$ cat src/rtl/difftest_uart_pkg.sv
// Shared types and defaults for the UART line buffer.
// A FIFO entry is one character plus a flag that marks the end of a committed line.
package difftest_uart_pkg;

  localparam logic [7:0] UART_NEWLINE = 8'h0A;

  localparam int DEFAULT_DEPTH    = 64;
  localparam int DEFAULT_MAX_LINE = 32;
  localparam int DEFAULT_TIMEOUT  = 1024;

  typedef struct packed {
    logic       last;
    logic [7:0] ch;
  } uart_entry_t;

  // Pointer width including the wrap bit, for a FIFO of the given depth.
  function automatic int ptr_width(input int depth);
    return $clog2(depth) + 1;
  endfunction

endpackage

$ cat src/rtl/uart_line_fifo_mem.sv
// DEPTH x 9 storage for the line buffer.
// It has one write port, one asynchronous read port, and a port that sets
// the last flag on any entry. The set port lets a line be closed after its
// final byte has already been stored.
module uart_line_fifo_mem
  import difftest_uart_pkg::*;
#(
  parameter  int DEPTH = DEFAULT_DEPTH,
  localparam int AW    = $clog2(DEPTH)
) (
  input  logic          clock,
  input  logic          wr_en,
  input  logic [AW-1:0] wr_idx,
  input  logic [8:0]    wr_data,
  input  logic          set_en,
  input  logic [AW-1:0] set_idx,
  input  logic [AW-1:0] rd_idx,
  output logic [8:0]    rd_data
);

  uart_entry_t mem_q [DEPTH];
  uart_entry_t mem_d [DEPTH];

  // Next storage contents.
  // The write is applied after the set, so a write to the same index keeps
  // its own last flag.
  always_comb begin
    mem_d = mem_q;
    if (set_en) begin
      mem_d[set_idx].last = 1'b1;
    end
    if (wr_en) begin
      mem_d[wr_idx] = uart_entry_t'(wr_data);
    end
  end

  // Storage has no reset. Entries outside the committed window are never
  // presented at the output.
  always_ff @(posedge clock) begin
    mem_q <= mem_d;
  end

  assign rd_data = mem_q[rd_idx];

endmodule

$ cat src/rtl/uart_line_buffer.sv
// Line-atomic buffer for DUT UART output.
// Every incoming byte is captured without backpressure. Bytes become visible
// to the consumer only once their line is committed. A line is committed by:
//   - a newline,
//   - reaching the MAX_LINE length,
//   - a flush,
//   - an idle timeout,
//   - a newline that had to be dropped.
// Three wrap-bit pointers track the FIFO: rd <= cm <= wr.
//   [rd, cm) holds committed bytes that are readable.
//   [cm, wr) holds the pending part of the current line.
//
// Output handshake: out_valid/out_ch/out_last describe the head entry. A byte
// transfers on a rising edge where out_valid && out_ready. out_valid never
// depends on out_ready. Once out_valid is high, it stays high until that byte
// transfers or reset is asserted.
module uart_line_buffer
  import difftest_uart_pkg::*;
#(
  parameter  int DEPTH    = DEFAULT_DEPTH,
  parameter  int MAX_LINE = DEFAULT_MAX_LINE,
  parameter  int TIMEOUT  = DEFAULT_TIMEOUT,
  localparam int PW       = ptr_width(DEPTH)
) (
  input  logic          clock,
  input  logic          reset_n,
  input  logic          in_valid,
  input  logic [7:0]    in_ch,
  input  logic          flush,
  output logic          out_valid,
  output logic [7:0]    out_ch,
  output logic          out_last,
  input  logic          out_ready,
  output logic [15:0]   drop_cnt,
  output logic [PW-1:0] pending
);

  localparam int AW = PW - 1;
  localparam int IW = $clog2(TIMEOUT);

  localparam logic [PW-1:0] DEPTH_P    = PW'(DEPTH);
  localparam logic [PW-1:0] MAX_LINE_P = PW'(MAX_LINE);
  localparam logic [IW-1:0] IDLE_LIMIT = IW'(TIMEOUT - 1);

  logic [PW-1:0] wr_q, wr_d;
  logic [PW-1:0] cm_q, cm_d;
  logic [PW-1:0] rd_q, rd_d;
  logic [IW-1:0] idle_q, idle_d;
  logic [15:0]   drop_q, drop_d;

  logic          pop;
  logic          accept;
  logic          drop;
  logic          is_newline;
  logic          commit;
  logic [PW-1:0] count_after_pop;
  logic [PW-1:0] pend_cur;
  logic [PW-1:0] pend_next;
  logic          mem_wr_en;
  logic [8:0]    mem_wr_data;
  logic          mem_set_en;
  logic [AW-1:0] mem_set_idx;
  logic [8:0]    head_raw;
  uart_entry_t   head;

  // Push, pop, and commit decisions for this cycle.
  always_comb begin
    pop             = (rd_q != cm_q) && out_ready;
    count_after_pop = wr_q - rd_q - PW'(pop);
    accept          = in_valid && (count_after_pop < DEPTH_P);
    drop            = in_valid && !accept;
    is_newline      = (in_ch == UART_NEWLINE);
    wr_d            = wr_q + PW'(accept);
    pend_cur        = wr_q - cm_q;
    pend_next       = wr_d - cm_q;
    // A commit closes everything written up to and including this cycle's byte.
    commit          = (accept && (is_newline || (pend_next == MAX_LINE_P)))
                    || (flush && (pend_next != '0))
                    || ((idle_q == IDLE_LIMIT) && (pend_cur != '0))
                    || (drop && is_newline && (pend_cur != '0));
    cm_d            = commit ? wr_d : cm_q;
    rd_d            = rd_q + PW'(pop);
  end

  // Idle counter: counts edges without input while a partial line is pending.
  always_comb begin
    idle_d = '0;
    if (accept || commit) begin
      idle_d = '0;
    end else if (pend_cur != '0) begin
      idle_d = idle_q + IW'(1);
    end
  end

  // Dropped-byte counter. It saturates instead of wrapping.
  always_comb begin
    drop_d = drop_q;
    if (drop && (drop_q != 16'hFFFF)) begin
      drop_d = drop_q + 16'd1;
    end
  end

  // Storage control.
  // When the commit arrives with a new byte, that byte is written already
  // marked as last. Otherwise, the newest stored byte is marked afterwards.
  always_comb begin
    mem_wr_en   = accept;
    mem_wr_data = {commit, in_ch};
    mem_set_en  = commit && !accept;
    mem_set_idx = wr_q[AW-1:0] - AW'(1);
  end

  // Pointer, idle, and drop state. Reset discards all buffered data.
  always_ff @(posedge clock or negedge reset_n) begin
    if (!reset_n) begin
      wr_q   <= '0;
      cm_q   <= '0;
      rd_q   <= '0;
      idle_q <= '0;
      drop_q <= '0;
    end else begin
      wr_q   <= wr_d;
      cm_q   <= cm_d;
      rd_q   <= rd_d;
      idle_q <= idle_d;
      drop_q <= drop_d;
    end
  end

  uart_line_fifo_mem #(
    .DEPTH (DEPTH)
  ) u_mem (
    .clock   (clock),
    .wr_en   (mem_wr_en),
    .wr_idx  (wr_q[AW-1:0]),
    .wr_data (mem_wr_data),
    .set_en  (mem_set_en),
    .set_idx (mem_set_idx),
    .rd_idx  (rd_q[AW-1:0]),
    .rd_data (head_raw)
  );

  assign head = uart_entry_t'(head_raw);

  // The head is presented only while committed data exists. Otherwise the
  // outputs read as zero, which keeps stale storage from reaching the port.
  always_comb begin
    out_valid = (rd_q != cm_q);
    out_ch    = out_valid ? head.ch : 8'h00;
    out_last  = out_valid ? head.last : 1'b0;
    drop_cnt  = drop_q;
    pending   = pend_cur;
  end

endmodule

$ cat config.mk
export PLATFORM = sky130hd
export DESIGN_NAME = uart_line_buffer
export DESIGN_NICKNAME = d
export VERILOG_FILES = /design/src/rtl/difftest_uart_pkg.sv /design/src/rtl/uart_line_fifo_mem.sv /design/src/rtl/uart_line_buffer.sv
export SDC_FILE = /design/constraint.sdc
export NUM_CORES = 1
export LEC_CHECK = 0
export CAP_MARGIN = 10
export CORE_ASPECT_RATIO = 0.5
export CORE_MARGIN = 3
export CORE_UTILIZATION = 34
export DETAILED_ROUTE_END_ITERATION = 16
export DONT_BUFFER_PORTS = 1
export MAX_ROUTING_LAYER = met4
export PLACE_DENSITY_LB_ADDON = 0.08
export SLEW_MARGIN = 40
export SYNTH_ARGS = -nofsm -noshare
export SYNTH_HDL_FRONTEND = slang
export SYNTH_SLANG_ARGS = --single-unit
$ cat constraint.sdc
create_clock -name clock -period 7.2 [get_ports clock]
set_input_delay 2.16 -clock clock [delete_from_list [all_inputs] [get_ports clock]]
set_output_delay 2.16 -clock clock [all_outputs]
set_load 0.1 [all_outputs]
# After elaboration in Yosys (flattened, before gate mapping)
# Index checks and enable logic that the tools add are counted.
[classes]
add_sub_neg = 9
magnitude_cmp = 6
eq_ne = 5
mux = 15
bitwise_logic = 3
reduce_logical = 20
[op_table]
columns = ["cell", "n"]
rows = [
  ["$bwmux 576", 2],
  ["$mux 576", 2],
  ["$demux 9 s6", 2],
  ["$bmux 9 s6", 1],
  ["$mux 9", 4],
  ["$ge 7x7->1 const B", 3],
  ["$not 6->7", 3],
  ["$sub 7x7->7", 3],
  ["$mux 10", 2],
  ["$add 16x1->16 const B", 1],
  ["$ne 16x16->1 const B", 1],
  ["$add 7x1->7", 2],
  ["$lt 7x1->1 const B", 2],
  ["$reduce_bool 7->1", 2],
  ["$logic_and 1x1->1", 12],
  ["$add 10x1->10 const B", 1],
  ["$eq 10x10->1 const B", 1],
  ["$eq 8x4->1 const B", 1],
  ["$mux 8", 1],
  ["$eq 7x6->1 const B", 1],
  ["$lt 7x7->1 const B", 1],
  ["$ne 7x7->1", 1],
  ["$sub 7x1->7", 1],
  ["$sub 6x1->6 const B", 1],
  ["other kinds (3)", 7],
]
[totals]
regBits = 623
inputBits = 13
out_inout_bits = 33
elab_cells = 191

# Depth between registers and ports, before layout
# Gate-level depths: netlist (run 1).
[logic_depth]
word_depth = 17
mapped_depth = 31
mapped_depth_nobuf = 27

# By module
# From an unflattened synthesis (run 1), not the netlist that was laid out.
[unflattened]
hier_cells = 2264
hier_area_um2 = 29856.1
[modules_own_cells]
columns = ["mod", "instances", "cells_per_inst", "area_per_inst_um2", "seq_area_each_um2"]
rows = [
  ["uart_line_fifo_mem", 1, 1946, 26744.4, 16656.0],
  ["uart_line_buffer", 1, 318, 3111.7, 1176.1],
]

# Worst setup path after synthesis (run 1)
# No wires, ideal clock.
[synth_path]
kind = "register to register"
start = "register rd_q[0]"
end = "register u_mem.mem_q[80] (netlist name)"
setup_time_ns = 0.149
arrival_ns = 6.762
required_time_ns = 7.051
slack_ns = 0.289
stages_incl_launch_ff = 32
path_buffers = 5
synth_period_minus_slack_ns = 6.911
path_cell_list = "dfrtp_1 clkbuf_1 buf_2 buf_2 xnor2_1 nand4_1 nor4_2 inv_1 nand2_1 ha_1 a21o_1 ha_1 and2_1 o21ai_1 a21oi_2 xnor2_1 nand2_1 inv_2 ha_1 ha_1 nand3_1 xnor2_1 ha_1 xnor2_1 nand4b_1 a211oi_1 nand4b_1 nand3_4 o211a_4 buf_4 buf_2 mux2i_1"
[synth_rtl]
columns = ["item", "line", "text"]
rows = [
  ["start, declared", "uart_line_buffer.sv:47", "logic [PW-1:0] rd_q, rd_d;"],
  ["start signal, assigned", "uart_line_buffer.sv:124", "rd_q <= rd_d;"],
  ["end signal, assigned", "uart_line_fifo_mem.sv:40", "mem_q <= mem_d;"],
  ["end, declared", "uart_line_fifo_mem.sv:21", "uart_entry_t mem_q [DEPTH];"],
]

==> results of run 1 <==
[layout by cell type, fill, tap and decap left out, types with 8 or more instances in the layout]
cell,n
sky130_fd_sc_hd__a21oi_2,8
sky130_fd_sc_hd__clkbuf_16,62
sky130_fd_sc_hd__nand3_1,27
sky130_fd_sc_hd__xor2_1,18
sky130_fd_sc_hd__xnor2_1,31
sky130_fd_sc_hd__a22oi_1,16
sky130_fd_sc_hd__nor2_2,10
sky130_fd_sc_hd__nand4_1,24
sky130_fd_sc_hd__nand2_1,41
sky130_fd_sc_hd__o22ai_1,27
sky130_fd_sc_hd__a21oi_1,70
sky130_fd_sc_hd__o21ai_0,20
sky130_fd_sc_hd__clkbuf_8,8
sky130_fd_sc_hd__ha_1,29
sky130_fd_sc_hd__buf_4,106
sky130_fd_sc_hd__nor3_2,47
sky130_fd_sc_hd__and2_1,518
sky130_fd_sc_hd__edfxtp_1,512
sky130_fd_sc_hd__dfxtp_1,64
sky130_fd_sc_hd__dfrtp_2,16
sky130_fd_sc_hd__o221ai_1,27
sky130_fd_sc_hd__mux4_2,108
sky130_fd_sc_hd__buf_6,8
sky130_fd_sc_hd__mux2i_1,105
sky130_fd_sc_hd__nor2_1,68
sky130_fd_sc_hd__a211oi_1,55
sky130_fd_sc_hd__clkbuf_1,22
sky130_fd_sc_hd__nor3_4,12
sky130_fd_sc_hd__mux2_2,21
sky130_fd_sc_hd__clkinv_1,12
sky130_fd_sc_hd__dfrtp_1,28
sky130_fd_sc_hd__o32ai_1,9
sky130_fd_sc_hd__inv_1,28
[flip-flops by register name, indices dropped and copies added, names as in the netlist]
signal       count
wr_q             7
rd_q             7
idle_q          10
drop_cnt        16
u_mem.mem_q    576
cm_q             7
[synthesized netlist by cell type (33+ instances only)]
cell,count
sky130_fd_sc_hd__nor2_1,77
sky130_fd_sc_hd__clkbuf_1,145
sky130_fd_sc_hd__mux2i_1,105
sky130_fd_sc_hd__nand2_1,44
sky130_fd_sc_hd__and2_1,518
sky130_fd_sc_hd__nor3_1,51
sky130_fd_sc_hd__xnor2_1,33
sky130_fd_sc_hd__dfrtp_1,47
sky130_fd_sc_hd__dfxtp_1,64
sky130_fd_sc_hd__a211oi_1,55
sky130_fd_sc_hd__a21oi_1,70
sky130_fd_sc_hd__edfxtp_1,512
sky130_fd_sc_hd__mux4_2,108
[power groups by stage]
stage / Clock (mW) / Combinational [mW] / Sequential, mW
6_report: 3.29 / 5.61 / 4.61
5_1_grt: 3.55 / 6.00 / 4.64
4_1_cts: 3.39 / 5.67 / 4.60
3_5_place_dp: 0 / 5.65 / 4.68
3_3_place_gp: 0 / 5.59 / 4.67
2_1_floorplan: 0 / 3.98 / 4.54
[through the flow]
| stage | cell area [um2] | cells | hold slack (ns) | utilization (%) |
|---|---|---|---|---|
| 6_report | 33900 | 3420 | 0.496 | 39.1 |
| 5_1_grt | 33800 | 3416 | 0.517 | 39.1 |
| 4_1_cts | 33800 | 3414 | 0.497 | 39.1 |
| 3_5_place_dp | 31800 | 3300 | 0.480 | 36.8 |
| 3_3_place_gp | 31700 | 3294 | 0.470 | 36.6 |
| 2_1_floorplan | 29800 | 2206 | 0.460 | - |
[layout make-up]
| class | instances | area [um2] | area share [%] |
|---|---|---|---|
| diodes | 4 | 10.0 | 0.0296 |
| clock buffers | 91 | 1730 | 5.11 |
| clock inverters | 23 | 267 | 0.787 |
| inverters | 30 | 113 | 0.333 |
| multi-input cells | 1360 | 11400 | 33.7 |
| flip-flops and latches | 623 | 17900 | 52.8 |
| well taps | 1170 | 1460 | 4.32 |
| repair buffers | 119 | 995 | 2.94 |
[cell families (layout without fill, tap and decap cells)]
kind of cell	count (synthesis)	in the layout	share of synthesized area [%]
AOI/OAI and AO/OA	249	249	5.84
xor gates and xnor gates	54	54	1.66
adders and majority gates	30	30	1.28
buffers and inverters	223	263	3.05
DFF	623	623	59.7
muxes	235	235	12.5
other	0	4	0
and+or+nand+nor	792	792	15.9
[per-layer routing]
| layer | vias to the layer above | wire length, um | GRT usage [%] |
|---|---|---|---|
| met1 | 8610 | 39400 | 26.6 |
| met5 | - | 0 | - |
| li1 | 8109 | - | - |
| met2 | 342 | 34900 | 26.1 |
| met3 | 101 | 3880 | 2.82 |
| met4 | 0 | 1410 | 3.68 |
[worst max-delay path, delay by kind of cell, from the launching register on]
| family | cells | cell delay [ns] |
|---|---|---|
| AOI/OAI and AO/OA | 5 | 0.83 |
| buffers and inverters | 3 | 0.53 |
| DFF | 1 | 0.49 |
| xor gates and xnor gates | 4 | 1.12 |
| adders and majority gates | 5 | 1.21 |
| and+or+nand+nor | 11 | 2.07 |
[final timing paths]
check | start | endpoint
min in group asynchronous | reset_n | wr_q[1]
hold reg to reg | u_mem.mem_q[260] | u_mem.mem_q[260]
max in group asynchronous | reset_n | drop_cnt[4]
setup / recovery | rd_q[0] | u_mem.mem_q[71]
setup reg to reg | rd_q[0] | u_mem.mem_q[71]
hold / removal | u_mem.mem_q[260] | u_mem.mem_q[260]
==> flow_results.xml, run 1 <==
<?xml version="1.0" encoding="UTF-8"?>
<metrics>
  <group name="timing">
    <metric name="timing.final.crit_period" unit="ns">6.43</metric>
    <metric name="fin_setup_tns" unit="ns">0</metric>
    <metric name="unrepaired_setup_endpoints_after_global_routing" unit="">no</metric>
    <metric name="report.final.slew_viol_count" unit="">0</metric>
    <metric name="skew" unit="ns">0.0348</metric>
    <metric name="worstMarginPinSlew" unit="ns">0.862</metric>
    <metric name="slew_headroom" unit="%">42.4</metric>
    <metric name="achievable_freq" unit="MHz">155</metric>
    <metric name="setup-violations-final" unit="">0</metric>
    <metric name="layout_setup_ws" unit="ns">0.768</metric>
    <metric name="finalHoldViolCount" unit="">0</metric>
    <metric name="layout_worst_path_cycle_share" unit="%">89.3</metric>
  </group>
  <group name="worst_setup_path">
    <metric name="reg2reg_setup_slack" unit="ns">0.77</metric>
    <metric name="worstSetupEndpointType" unit="">register</metric>
    <metric name="crit_required" unit="ns">7.71</metric>
    <metric name="critPathKind" unit="">register to register</metric>
    <metric name="cp_max_fo" unit="">16</metric>
    <metric name="ff_to_ff_path_depth" unit="">28</metric>
    <metric name="start_kind" unit="">register</metric>
    <metric name="critical-path-slowest-cell" unit="">sky130_fd_sc_hd__dfrtp_4</metric>
    <metric name="cpPeakStageDelay" unit="ns">0.49</metric>
    <metric name="most_used_cell_cp" unit="">sky130_fd_sc_hd__ha_1</metric>
    <metric name="critical_path_arrival" unit="ns">6.94</metric>
  </group>
  <group name="routing">
    <metric name="detail_route.first_pass.iterations" unit="">5</metric>
    <metric name="routed-via-count" unit="">17200</metric>
    <metric name="routed_via_density" unit="">5.02</metric>
    <metric name="post-route-drc-count" unit="">0</metric>
    <metric name="wl_per_cell" unit="um">23.3</metric>
    <metric name="wirelength" unit="um">79600</metric>
    <metric name="initialDrtViolationCount" unit="">1484</metric>
    <metric name="drt.antenna.violating_nets" unit="">0</metric>
  </group>
  <group name="floorplanning">
    <metric name="core_box_area" unit="um2">86500</metric>
    <metric name="vertical_extent_of_the_die" unit="um">216</metric>
    <metric name="initial_utilization" unit="%">34.5</metric>
    <metric name="die_area" unit="um2">91600</metric>
    <metric name="ioPinCount" unit="">46</metric>
    <metric name="core.rowCount" unit="">76</metric>
    <metric name="die_extent_in_x" unit="um">425</metric>
  </group>
  <group name="pwr">
    <metric name="power.internal" unit="mW">7.88</metric>
    <metric name="combPwrFrac" unit="%">41.6</metric>
    <metric name="p_leak" unit="nW">12.1</metric>
    <metric name="report.power.total" unit="mW">13.5</metric>
    <metric name="seq_power_share" unit="%">34.1</metric>
    <metric name="vdd.ir_drop.worst" unit="mV">0.485</metric>
    <metric name="switching_share" unit="%">41.7</metric>
    <metric name="powerDensity" unit="nW/um2">399</metric>
    <metric name="total_switching_power" unit="mW">5.63</metric>
    <metric name="power_frac_clock" unit="%">24.3</metric>
  </group>
  <group name="yosys">
    <metric name="post_synth_inst_count" unit="">2206</metric>
    <metric name="synth.yosys.warnings" unit="">0</metric>
    <metric name="yosysTopAreaCell" unit="">sky130_fd_sc_hd__edfxtp_1</metric>
    <metric name="synth.yosys.seq_area_share" unit="%">59.7</metric>
    <metric name="synth_cell_types" unit="">65</metric>
    <metric name="syn-num-nets" unit="">2249</metric>
    <metric name="ys_top_cells_by_area" unit="">sky130_fd_sc_hd__edfxtp_1 52%, sky130_fd_sc_hd__and2_1 11%, sky130_fd_sc_hd__mux4_2 8.1%</metric>
    <metric name="synth_area_per_cell" unit="um2">13.5</metric>
    <metric name="async_set_or_reset_register_ratio_after_synthesis" unit="%">7.54</metric>
    <metric name="synth_top_area_share" unit="%">51.5</metric>
    <metric name="yosys_register_bits" unit="">623</metric>
    <metric name="ys.flop_type" unit="">sky130_fd_sc_hd__edfxtp_1</metric>
    <metric name="synth_enable_flop_cells" unit="">512</metric>
    <metric name="post_synthesis_instance_area" unit="um2">29800</metric>
  </group>
  <group name="cts">
    <metric name="cts_inserted_buffers" unit="">61</metric>
    <metric name="bufs_on_longest_clock_path" unit="">3</metric>
    <metric name="cts_tree" unit="">built</metric>
    <metric name="clock_latency" unit="ns">0.66</metric>
    <metric name="cts-hold-fix-buffers" unit="">0</metric>
    <metric name="cts_setup_buffers" unit="">0</metric>
    <metric name="htreeDepth" unit="">2</metric>
    <metric name="clock_sink_count" unit="">623</metric>
    <metric name="cts_resized" unit="">0</metric>
    <metric name="clk_pin_slew_worst_paths" unit="ns">0.07</metric>
    <metric name="cts_root_buf" unit="">sky130_fd_sc_hd__clkbuf_16</metric>
  </group>
  <group name="global_route">
    <metric name="grt_pass1_vias" unit="">16900</metric>
    <metric name="first_pass_grt_wire_length" unit="um">119000</metric>
    <metric name="grt_overflow_total" unit="">0</metric>
    <metric name="grt_start_max_net_pins" unit="">67</metric>
    <metric name="antenna_found_initial" unit="">2</metric>
    <metric name="global_route.usage.total" unit="%">18.0</metric>
  </group>
  <group name="layout">
    <metric name="synthToLayoutAreaGrowth" unit="%">13.4</metric>
    <metric name="final_nets" unit="">2238</metric>
    <metric name="nFillCells" unit="">8087</metric>
    <metric name="post_route_cells_drive_above_1_share" unit="%">20.0</metric>
  </group>
  <group name="placement">
    <metric name="place.detailed.hpwl" unit="um">49200</metric>
    <metric name="buffer_ports.inserted" unit="">0</metric>
    <metric name="dpl_worst_slack" unit="ns">0.249</metric>
    <metric name="gp_routability_congestion" unit="">0.844</metric>
  </group>
  <group name="flow_run">
    <metric name="maxCapViolations" unit="">0</metric>
  </group>
  <group name="min_path">
    <metric name="holdCritPathClass" unit="">register to register</metric>
    <metric name="min_path_cells" unit="">2</metric>
  </group>
  <group name="status">
    <metric name="run_status" unit="">finished clean</metric>
  </group>
</metrics>
(Power assumes the default switching activity.)
==> run 2: changes to the inputs <==
CELL_PAD_IN_SITES_DETAIL_PLACEMENT = 0   (was default)
CELL_PAD_IN_SITES_GLOBAL_PLACEMENT = 1   (was default)
SETUP_SLACK_MARGIN = 0.15   (was default)
clock period = 5.6 ns   (was 7.2 ns; I/O delays follow)
==> flow_results.xml, run 2 (same netlist as run 1, synthesis figures left out) <==
<?xml version="1.0" encoding="UTF-8"?>
<metrics>
  <group name="timing">
    <metric name="skew" unit="ns">0.0134</metric>
    <metric name="layout_worst_path_cycle_share" unit="%">96.7</metric>
    <metric name="layout_setup_ws" unit="ns">0.183</metric>
    <metric name="setup-violations-final" unit="">0</metric>
    <metric name="finalHoldViolCount" unit="">0</metric>
    <metric name="fin_setup_tns" unit="ns">0</metric>
    <metric name="achievable_freq" unit="MHz">185</metric>
    <metric name="unrepaired_setup_endpoints_after_global_routing" unit="">yes</metric>
    <metric name="timing.final.crit_period" unit="ns">5.42</metric>
    <metric name="report.final.slew_viol_count" unit="">0</metric>
    <metric name="slew_headroom" unit="%">40.2</metric>
    <metric name="worstMarginPinSlew" unit="ns">0.894</metric>
  </group>
  <group name="placement">
    <metric name="place.detailed.hpwl" unit="um">51500</metric>
    <metric name="buffer_ports.inserted" unit="">0</metric>
    <metric name="dpl_worst_slack" unit="ns">-0.291</metric>
    <metric name="gp_routability_congestion" unit="">0.789</metric>
    <metric name="placed_area" unit="um2">32500</metric>
  </group>
  <group name="layout">
    <metric name="synthToLayoutAreaGrowth" unit="%">17.9</metric>
    <metric name="layout.cells.most_common_list" unit="">516 x sky130_fd_sc_hd__and2_1, 512 x sky130_fd_sc_hd__edfxtp_1, 159 x sky130_fd_sc_hd__buf_4, 108 x sky130_fd_sc_hd__mux4_2, 105 x sky130_fd_sc_hd__mux2i_1</metric>
    <metric name="post_route_cells_drive_above_1_share" unit="%">27.1</metric>
    <metric name="largest_register_ff_count" unit="">576</metric>
    <metric name="final_standard_cell_area_without_fillers" unit="um2">35200</metric>
    <metric name="fin_util" unit="%">40.7</metric>
    <metric name="final_common_cell" unit="">sky130_fd_sc_hd__and2_1</metric>
    <metric name="antennaDiodeCount" unit="">0</metric>
    <metric name="largest-register" unit="">u_mem.mem_q</metric>
    <metric name="final_nets" unit="">2308</metric>
  </group>
  <group name="routing">
    <metric name="detail_route.first_pass.iterations" unit="">5</metric>
    <metric name="wirelength" unit="um">85200</metric>
    <metric name="wl_met3" unit="um">3610</metric>
    <metric name="drt.antenna.violating_nets" unit="">0</metric>
    <metric name="detail_route.wirelength.met1" unit="um">43100</metric>
    <metric name="post-route-drc-count" unit="">0</metric>
    <metric name="routed-via-count" unit="">17700</metric>
    <metric name="initialDrtViolationCount" unit="">1338</metric>
    <metric name="wl_per_cell" unit="um">24.4</metric>
    <metric name="dr_wl_met2" unit="um">37100</metric>
    <metric name="routed_via_density" unit="">5.08</metric>
    <metric name="route.top_layer_used" unit="">met4</metric>
  </group>
  <group name="floorplanning">
    <metric name="die_extent_in_x" unit="um">425</metric>
    <metric name="initial_utilization" unit="%">34.5</metric>
    <metric name="core.rowCount" unit="">76</metric>
    <metric name="vertical_extent_of_the_die" unit="um">216</metric>
    <metric name="die_area" unit="um2">91600</metric>
    <metric name="ioPinCount" unit="">46</metric>
    <metric name="core_box_area" unit="um2">86500</metric>
  </group>
  <group name="cts">
    <metric name="cts_root_buf" unit="">sky130_fd_sc_hd__clkbuf_16</metric>
    <metric name="cts_inserted_buffers" unit="">61</metric>
    <metric name="htreeDepth" unit="">2</metric>
    <metric name="bufs_on_longest_clock_path" unit="">3</metric>
    <metric name="cts_tree" unit="">built</metric>
    <metric name="clk_pin_slew_worst_paths" unit="ns">0.06</metric>
    <metric name="clock_sink_count" unit="">623</metric>
    <metric name="clock_latency" unit="ns">0.65</metric>
  </group>
  <group name="global_route">
    <metric name="grt_start_max_net_pins" unit="">81</metric>
    <metric name="first_pass_grt_wire_length" unit="um">125000</metric>
    <metric name="grt_overflow_total" unit="">0</metric>
    <metric name="global_route.usage.total" unit="%">19.1</metric>
    <metric name="grt_pass1_vias" unit="">17400</metric>
    <metric name="antenna_found_initial" unit="">0</metric>
  </group>
  <group name="pwr">
    <metric name="p_leak" unit="nW">12.7</metric>
    <metric name="report.power.total" unit="mW">18.5</metric>
    <metric name="vdd.ir_drop.worst" unit="mV">0.620</metric>
    <metric name="powerDensity" unit="nW/um2">525</metric>
  </group>
  <group name="worst_setup_path">
    <metric name="worstSetupEndpointType" unit="">output pin</metric>
    <metric name="critPathKind" unit="">register to output pin</metric>
    <metric name="crit_required" unit="ns">3.92</metric>
    <metric name="cp_max_fo" unit="">42</metric>
    <metric name="critical_path_arrival" unit="ns">3.74</metric>
    <metric name="start_kind" unit="">register</metric>
  </group>
  <group name="status">
    <metric name="run_status" unit="">finished clean</metric>
  </group>
  <group name="flow_run">
    <metric name="maxCapViolations" unit="">0</metric>
  </group>
  <group name="min_path">
    <metric name="holdCritPathClass" unit="">register to register</metric>
  </group>
</metrics>
## run 2: cell count changes in the layout (fill, tap and decap cells not counted), sizes merged
cell,change
diode,-4
bufinv,-1
clkinv,+10
clkinvlp,+2
inv,-1
bufbuf,+1
clkbuf,-7
buf,+65
## run 2: layout make-up
type                       count  area (um2)
multi-input combinational   1360       12000
fill                        8066       51300
inverter                      30         119
tap                         1170        1460
clock inverter                33         289
timing repair buffer         189        1820
clock buffer                  80        1660
sequential                   623       17900
## run 2: worst paths after layout
check | startpoint | end | slack, ns | cells after the start
min in group asynchronous | reset_n | wr_q[1] | 0.73 | 0
max in group asynchronous | reset_n | drop_cnt[6] | 4.71 | 0
max reg2reg | rd_q[1] | u_mem.mem_q[368] | 0.29 | 28
min reg2reg | u_mem.mem_q[413] | u_mem.mem_q[413] | 0.50 | 2
min | u_mem.mem_q[413] | u_mem.mem_q[413] | 0.50 | 2
max | rd_q[0] | out_ch[3] | 0.18 | 8
## run 2: critical path, cell delays in order, from the launching register on
cell	delay (ns)
sky130_fd_sc_hd__dfrtp_4	0.45
sky130_fd_sc_hd__clkbuf_8	0.39
sky130_fd_sc_hd__buf_16	0.33
sky130_fd_sc_hd__mux4_2	0.61
sky130_fd_sc_hd__mux2i_1	0.32
sky130_fd_sc_hd__o22ai_1	0.19
sky130_fd_sc_hd__o32ai_1	0.35
sky130_fd_sc_hd__nor2_2	0.11
sky130_fd_sc_hd__buf_4	0.25
## run 2: through the flow
step | hold slack (ns) | cells
after detailed placement | 0.481 | 3355
after global placement | 0.475 | 3355
final | 0.500 | 3485
after CTS | 0.495 | 3473
after global routing | 0.525 | 3485
after floorplan | 0.460 | 2206
## run 2: where the power goes
| group | switching [mW] | internal, mW | leakage (nW) |
|---|---|---|---|
| clock network | 1.86 | 2.30 | 0.961 |
| logic | 5.45 | 2.99 | 5.58 |
| registers | 0.407 | 5.46 | 6.15 |
| total | 7.72 | 10.8 | 12.7 |
## run 2: metal layers
| metal | global-route usage (%) | vias to the layer above |
|---|---|---|
| met4 | 3.24 | 0 |
| li1 | - | 8263 |
| met5 | - | - |
| met1 | 28.7 | 9007 |
| met2 | 27.6 | 321 |
| met3 | 2.94 | 105 |
## run 2: timing repair
item / CTS / global route
endpoints found under the hold margin: 0 / 0
gates cloned: 2 / 7
setup buffers: 3 / 3
endpoints found under the setup margin: 90 / 90
gates resized for setup: 17 / 77
pin swaps: 7 / 16
hold buffers: 0 / 0
==> variant, RTL diff (config.mk and constraints of run 1) <==
Make the reset (`reset_n`) synchronous in one clocked block. Comments in the files are not updated.
--- a/src/rtl/uart_line_buffer.sv
+++ b/src/rtl/uart_line_buffer.sv
@@ -113,3 +113,3 @@
   // Pointer, idle, and drop state. Reset discards all buffered data.
-  always_ff @(posedge clock or negedge reset_n) begin
+  always_ff @(posedge clock) begin
     if (!reset_n) begin
Formal check against the unedited RTL: differs if reset_n is asserted again (counterexample within 4 cycles, from zero or initial values and one cycle with reset_n low); with reset_n held inactive, the same outputs for 4 cycles.
==> variant against run 1 <==
Die area shrank 0.70%; power shrank 23%; synthesized area shrank 0.72%; sequential cell count is the same; worst setup slack gained 0.35 ns; cell area shrank 1.7%; count of clock-buffer cells in the layout is the same; wire length grew 0.25%; cell count shrank 3.2%; critical endpoint is now pending[6]; largest power group is now registers; highest routed layer unchanged.
==> variant: results (changes against run 1) <==
| Metric | Value |
|---|---|
| Status | `finished clean` |
| Core Box Area | `0.08511 sq mm (-1.6%)` |
| M3 GR Usage | `3.524% (+0.71 points)` |
| Placed cells | `3194 (-3.2%)` |
| Post-detail-place hpwl | `48.64 mm (-1.2%)` |
| Worst Hold Path Cells | `1 (-1)` |
| Switching part of the total | `35.29% (-6.4 points)` |
| Hold Path End | `idle_q[0]` |
| Hold Path Origin | `idle_q[0]` |
| Gpl congestion | `0.8385 (-0.62%)` |
| Met2 Usage GRT | `25.46% (-0.66 points)` |
| Worst R2R Start | `rd_q[2]` |
| Fill cells | `7950 (-1.7%)` |
| Cts bufs inserted | `60 (-1.6%)` |
| Gr usage total | `18.03% (+0.047 points)` |
| Comb pwr | `3050 uW (-46%)` |
| Leak | `0.01069 uW (-12%)` |
| Final core occ | `39.08% (about the same)` |
| Post-synth top cells | `and2_1, edfxtp_1, mux4_2` |
| Crit share post-route | `84.54% (-4.8 points)` |
| Cell Count, Final, Fillers Out | `3310 (-3.2%)` |
| Ranking of synthesized cells by area | `edfxtp_1, mux4_2, and2_1, dfxtp_1, nor2_1` |
| First-pass GRT wire length | `117.4 mm (-1.2%)` |
| Crit path from | `wr_q[0]` |
| ClkCell Share | `5.758% (-0.14 points)` |
| Comb_multi_in | `1273 (-6.4%)` |
| Logic pwr share | `29.4% (-12 points)` |
| Met1 usage | `26.86% (+0.29 points)` |
| Signal buf overhead | `2.434% (-0.50 points)` |
| CP max stage delay | `0.73 ns (+0.24 ns)` |
| Placed cell area | `0.03134 sq mm (-1.5%)` |
| Number of global-route vias before repair | `16220 (-4.2%)` |
| FF+latch area | `0.01763 sq mm (-1.3%)` |
| Sequential power | `4160 uW (-9.8%)` |
| Post-synthesis sequential area ratio | `59.38% (-0.36 points)` |
| DR WL met2 | `34.39 mm (-1.5%)` |
| Multi-input gate share of the layout cell area | `33.95% (+0.23 points)` |
| Largest net degree at the start of global routing | `91 (+36%)` |
| Post-synthesis cell count | `2147 (-2.7%)` |
| Met1 Routed Length | `39.50 mm (+0.17%)` |
| Antenna violations before repair | `14 (+12)` |
| WHS | `0.4667 ns (-0.02911 ns)` |
| Layout sequential cell count | `623 (unchanged)` |
| Cell family with most CP delay | `buffers and inverters` |
| Worst Reg-to-Reg Cells | `26 (-7.1%)` |
| Peak VDD IR | `0.0004206 V (-13%)` |
| Critical path arrival | `3.93 ns (-3.01 ns)` |
| Synth cell types | `55 (-15%)` |
| Worst Clk Skew | `0.02289 ns (-0.01190 ns)` |
| DR pass1 iterations | `7 (+2)` |
| Met3 wire length | `4.606 mm (+19%)` |
| Via/cell ratio | `4.982 (-0.73%)` |
| Peak fanout along the critical path | `14 (-2)` |
| Logic inverters | `44 (+47%)` |
| Drt first-iter violations | `1482 (-0.13%)` |
| Place WS | `0.5016 ns (+0.2529 ns)` |
[variant: worst reg2reg max path: stages (launching register included)]
cell,delay (ns)
dfxtp_4,0.73
xor2_1,0.16
nor4_2,0.30
buf_4,0.25
inv_1,0.08
nand2_1,0.10
ha_1,0.24
a21o_1,0.16
ha_1,0.26
and2_1,0.11
o21ai_0,0.07
a21oi_1,0.30
xnor2_2,0.18
nand2_2,0.08
inv_1,0.07
ha_1,0.14
ha_1,0.19
xor2_1,0.22
ha_1,0.31
and3b_1,0.20
o211a_1,0.25
a211oi_1,0.33
nand4b_1,0.14
nand3_1,0.18
o21ai_4,0.12
or4_1,0.64
nor2_1,0.17
[variant: cell families after synthesis]
kind of cell	share of synthesized area [%]
AOI/OAI and AO/OA	2.639
xor gates and xnor gates	1.697
adders and majority gates	1.292
buffers and inverters	3.479
DFF	59.38
muxes	14.47
and+or+nand+nor	17.04
